### config.mk
export PLATFORM = sky130hd
export DESIGN_NAME = gpio_mmio_ctrl
export DESIGN_NICKNAME = d
export VERILOG_FILES = /design/src/rtl/gpio_mmio_ctrl.sv
export SDC_FILE = /design/constraint.sdc
export NUM_CORES = 1
export LEC_CHECK = 0
export ABC_AREA = 1
export BUFFER_PORTS_ARGS = -buffer_cell sky130_fd_sc_hd__clkbuf_2
export CORE_ASPECT_RATIO = 0.8
export CORE_UTILIZATION = 55
export DETAILED_ROUTE_END_ITERATION = 16
export GPL_TIMING_DRIVEN = 0
export PLACE_DENSITY = 0.8
export SETUP_SLACK_MARGIN = 0.15
export SYNTH_ARGS = -nofsm -noshare
export SYNTH_HDL_FRONTEND = slang
export SYNTH_SLANG_ARGS = --single-unit
### constraint.sdc
create_clock -name clk_in -period 4.75 [get_ports clk_in]
set_input_delay 1.1875 -clock clk_in [delete_from_list [all_inputs] [get_ports clk_in]]
set_output_delay 1.1875 -clock clk_in [all_outputs]
set_load 0.005 [all_outputs]
### src/rtl/gpio_mmio_ctrl.sv
// Memory-mapped GPIO controller: NUM_PORTS ports of GPIO_WIDTH pins, each with
// direction, atomic set/clear, two-flop input sync and sticky W1C edge interrupts.
module gpio_mmio_ctrl #(
  parameter int unsigned GPIO_WIDTH = 8,
  parameter int unsigned NUM_PORTS  = 2
) (
  input  logic                            clk_in,
  input  logic                            rst,
  input  logic                            bus_we,
  input  logic                            bus_re,
  input  logic [7:0]                      bus_addr,
  input  logic [31:0]                     bus_wdata,
  output logic [31:0]                     bus_rdata,
  output logic                            bus_rvalid,
  input  logic [NUM_PORTS*GPIO_WIDTH-1:0] gpio_port_in,
  output logic [NUM_PORTS*GPIO_WIDTH-1:0] gpio_port_out,
  output logic [NUM_PORTS*GPIO_WIDTH-1:0] gpio_port_oe,
  output logic                            irq
);

  localparam int unsigned W = GPIO_WIDTH;

  typedef logic [W-1:0] pin_t;

  localparam logic [2:0] RegDataOut = 3'd0;
  localparam logic [2:0] RegDir     = 3'd1;
  localparam logic [2:0] RegDataIn  = 3'd2;
  localparam logic [2:0] RegSet     = 3'd3;
  localparam logic [2:0] RegClr     = 3'd4;
  localparam logic [2:0] RegRiseEn  = 3'd5;
  localparam logic [2:0] RegFallEn  = 3'd6;
  localparam logic [2:0] RegStatus  = 3'd7;

  pin_t r_data_out [NUM_PORTS];
  pin_t r_dir      [NUM_PORTS];
  pin_t r_rise_en  [NUM_PORTS];
  pin_t r_fall_en  [NUM_PORTS];
  pin_t r_status   [NUM_PORTS];
  pin_t r_sync1    [NUM_PORTS];
  pin_t r_sync2    [NUM_PORTS];
  pin_t r_prev     [NUM_PORTS];

  logic [31:0] r_rdata;
  logic        r_rvalid;

  logic [2:0]           w_port;
  logic [2:0]           w_reg;
  pin_t                 w_wdata;
  pin_t                 w_rd_val;
  logic [NUM_PORTS-1:0] w_wr_sel;
  pin_t                 w_w1c   [NUM_PORTS];
  pin_t                 w_event [NUM_PORTS];
  logic                 w_unused;

  assign w_port   = bus_addr[7:5];
  assign w_reg    = bus_addr[4:2];
  assign w_wdata  = bus_wdata[W-1:0];
  // Byte-lane bits and upper data bits are intentionally ignored.
  assign w_unused = ^{bus_addr[1:0], bus_wdata};

  assign bus_rdata  = r_rdata;
  assign bus_rvalid = r_rvalid;

  // Port select for writes (out-of-range ports match no entry) and per-pin edge events.
  always_comb begin
    for (int p = 0; p < NUM_PORTS; p++) begin
      w_wr_sel[p] = bus_we && (w_port == 3'(p));
      w_w1c[p]    = (w_wr_sel[p] && (w_reg == RegStatus)) ? w_wdata : '0;
      w_event[p]  = (r_sync2[p] & ~r_prev[p] & r_rise_en[p])
                  | (~r_sync2[p] & r_prev[p] & r_fall_en[p]);
    end
  end

  // Read mux over pre-write state; out-of-range ports and WO registers give 0.
  always_comb begin
    w_rd_val = '0;
    for (int p = 0; p < NUM_PORTS; p++) begin
      if (w_port == 3'(p)) begin
        unique case (w_reg)
          RegDataOut: w_rd_val = r_data_out[p];
          RegDir:     w_rd_val = r_dir[p];
          RegDataIn:  w_rd_val = r_sync2[p];
          RegSet:     w_rd_val = '0;
          RegClr:     w_rd_val = '0;
          RegRiseEn:  w_rd_val = r_rise_en[p];
          RegFallEn:  w_rd_val = r_fall_en[p];
          RegStatus:  w_rd_val = r_status[p];
        endcase
      end
    end
  end

  // Register file, input synchronisers, sticky status and read response.
  always_ff @(posedge clk_in) begin
    if (rst) begin
      for (int p = 0; p < NUM_PORTS; p++) begin
        r_data_out[p] <= '0;
        r_dir[p]      <= '0;
        r_rise_en[p]  <= '0;
        r_fall_en[p]  <= '0;
        r_status[p]   <= '0;
        r_sync1[p]    <= '0;
        r_sync2[p]    <= '0;
        r_prev[p]     <= '0;
      end
      r_rdata  <= '0;
      r_rvalid <= 1'b0;
    end else begin
      r_rvalid <= bus_re;
      if (bus_re) begin
        r_rdata <= 32'(w_rd_val);
      end
      for (int p = 0; p < NUM_PORTS; p++) begin
        r_sync1[p] <= gpio_port_in[p*W +: W];
        r_sync2[p] <= r_sync1[p];
        r_prev[p]  <= r_sync2[p];
        // A new event on the same edge as a W1C keeps the bit set.
        r_status[p] <= (r_status[p] & ~w_w1c[p]) | w_event[p];
        if (w_wr_sel[p]) begin
          case (w_reg)
            RegDataOut: r_data_out[p] <= w_wdata;
            RegDir:     r_dir[p]      <= w_wdata;
            RegSet:     r_data_out[p] <= r_data_out[p] | w_wdata;
            RegClr:     r_data_out[p] <= r_data_out[p] & ~w_wdata;
            RegRiseEn:  r_rise_en[p]  <= w_wdata;
            RegFallEn:  r_fall_en[p]  <= w_wdata;
            default: ;
          endcase
        end
      end
    end
  end

  // Flatten per-port state onto the pin buses and combine status into irq.
  always_comb begin
    gpio_port_out = '0;
    gpio_port_oe  = '0;
    irq           = 1'b0;
    for (int p = 0; p < NUM_PORTS; p++) begin
      gpio_port_out[p*W +: W] = r_data_out[p];
      gpio_port_oe[p*W +: W]  = r_dir[p];
      irq                     = irq | (|r_status[p]);
    end
  end

endmodule
==> flow_summary.json <==
{
  "clk_latency_ns": 0.43,
  "hold_class": "reg2reg",
  "syn_avg_cell_area_um2": 8.10,
  "max_cap_viol_count": 0,
  "clockBufferDepth": 2,
  "most-common-layout-cells": "158 x nor2_1, 137 x inv_1, 115 x nand2_1",
  "post-cts-setup-buffer-count": 0,
  "drive_above_1_share": 0.178,
  "p_leak_nw": 3.65,
  "cts_tree": "built",
  "cp_cell_sequence": "buf_4 -> inv_1 -> buf_6 -> nand3_2 -> o21ai_0 -> buf_4",
  "cts_hold_buf": 0,
  "drt_iter0_markers": 848,
  "rows": 34,
  "async_flop_share": 0,
  "cts_htree_levels": 4,
  "end_kind": "flip-flop",
  "synth_cells": 776,
  "die_w_um": 122,
  "skew_ns": 0.00606,
  "drt-total-wl_um": 17400,
  "coreArea_um2": 11000,
  "clk_pin_slew_ns": 0.06,
  "rsz0062_at_grt": "false",
  "utilization": 0.684,
  "met3_usage": 0.0816,
  "drv_slew": 0,
  "slowest_stage": "o21ai_0",
  "relSlewSlack": 0.358,
  "cts_buffers": 17,
  "dpl.hpwl_um": 12600,
  "grt_overflow": 0,
  "syn_area_um2": 6290,
  "cts.repair.resized": 0,
  "grt_max_degree": 17,
  "worst_slew_pin_slew_ns": 0.956,
  "antenna_left": 0,
  "final_common_cell": "nor2_1",
  "routed_via_density": 5.36,
  "place_congestion": 0.969,
  "syn2layout_area_growth_pct": 19.8,
  "yosys_warnings": 0,
  "fin_crit_sh": 0.594,
  "status": "complete, no violations",
  "drc": 0,
  "dieArea_um2": 11900,
  "fin_tns_setup_ns": 0,
  "num_vias": 5640,
  "worstPathArrival_ns": 2.96,
  "yosys_most_used_dff": "dfxtp_1",
  "busiest_layer": "met2",
  "slowest_delay_ns": 0.84,
  "ys_seq_elements": 137,
  "peakVddDrop_v": 0.000401,
  "clock-sinks": 137,
  "finalHoldViolations": 0,
  "grtUsageTotal": 0.315,
  "power.density_nw_per_um2": 383,
  "antenna_found_initial": 0,
  "io_pins": 126,
  "initial_core_util": 0.571,
  "die_h_um": 97.6,
  "synth_cell_type_count": 31,
  "startpoint_type": "input pin",
  "synth_edf_count": 64,
  "first_pass_iters": 7,
  "period_needed_ns": 2.82,
  "routedWlPerCell_um": 16.5,
  "path_class": "in2reg",
  "grt_use_met1": 0.439,
  "grt_pass1_vias": 5222,
  "worstPathMaxFanout": 10,
  "timing.final.setup_violations": 0,
  "root_buffer": "clkbuf_16",
  "port_buffers": 71,
  "met2_usage": 0.466,
  "worstPathRequired_ns": 4.89,
  "critPathMostFrequentCell": "buf_4",
  "seq_area_frac_synth": 0.538,
  "clock.fmax_ghz": 0.355,
  "grt_pass1_wl_um": 27400,
  "final_nets": 954
}
## flip-flops by register name (all words and copies together) (netlist names), named ones only
name	cells
r_rise_en	16
r_status	16
r_sync1	16
r_fall_en	16
bus_rvalid	1
r_sync2	16
r_dir	16
r_data_out	8
r_prev	16
bus_rdata	8
## logic make-up after synthesis
kind of cell,Yosys count,share of synthesized area
other,1,0.000597
buffers and inverters,191,0.135
and+or+nand+nor,360,0.250
AOI/OAI and AO/OA,87,0.0762
DFF,137,0.538
## critical path, delay by kind of cell
family                 cells  cell delay [ns]
and+or+nand+nor            1             0.25
AOI/OAI and AO/OA          1             0.84
buffers and inverters      4             0.68
## cells in the mapped netlist, types with 3 or more instances
master    count  area [µm²]
o22ai_1       7        43.8
inv_1       137         514
edfxtp_1     64        1920
buf_1         6        22.5
nand2_2       3        18.8
o211ai_1      6        45.0
nand3_1      38         190
buf_2         5        25.0
buf_4        29         218
nor2_1      158         593
a21oi_1      10        50.1
o21ai_0      43         215
nand2_1     115         432
nand4_1      24         150
nor4_1        4        25.0
inv_2         3        11.3
o21ai_1       5        25.0
dfxtp_1      73        1460
and2_1        7        43.8
a31oi_1      16         100
nor2_4        3        33.8
clkbuf_1      8        30.0
## layout make-up
cell class	count	area, µm²
Clock buffer	21	505
Multi-Input combinational cell	471	2140
Buffer	50	318
Timing Repair Buffer	76	393
Sequential cell	137	3380
Inverter	141	532
Antenna cell	1	2.50
Fill cell	912	3490
Clock inverter	11	77.6
Tap cell	144	180
## worst paths after layout
kind	start	end	cells after the start	slack, ns
max	bus_addr[3]	r_rise_en[0][6]	6	1.93
max reg2reg	r_dir[0][8]	bus_rdata[0]	6	3.45
min reg2reg	r_sync1[0][8]	r_sync2[0][8]	2	0.40
min	r_sync1[0][8]	r_sync2[0][8]	2	0.40
## per-stage QoR
step | std cells | setup WS (ns) | cell area [µm²] | hold WS [ns] | power [mW]
after global placement | 1014 | 1.13 | 6910 | 0.391 | 1.59
after floorplan | 799 | 1.93 | 6370 | 0.388 | 1.50
after detailed placement | 1019 | 1.53 | 6950 | 0.392 | 1.60
after global routing | 1051 | 1.86 | 7530 | 0.420 | 2.97
after CTS | 1051 | 1.97 | 7530 | 0.401 | 2.87
final | 1052 | 1.93 | 7530 | 0.401 | 2.88
## power breakdown
group / total, mW / internal, mW / switching (mW)
Clock: 1.29 / 0.767 / 0.528
Combinational: 0.255 / 0.0915 / 0.163
Sequential: 1.33 / 1.29 / 0.0389
## per-layer routing
layer / vias up / part of all wire
met2: 372 / 0.43
met1: 2542 / 0.41
met5: - / 0
li1: 2667 / -
met4: 0 / 0.032
met3: 59 / 0.13
Note: power is estimated with default switching activity, not from simulation.
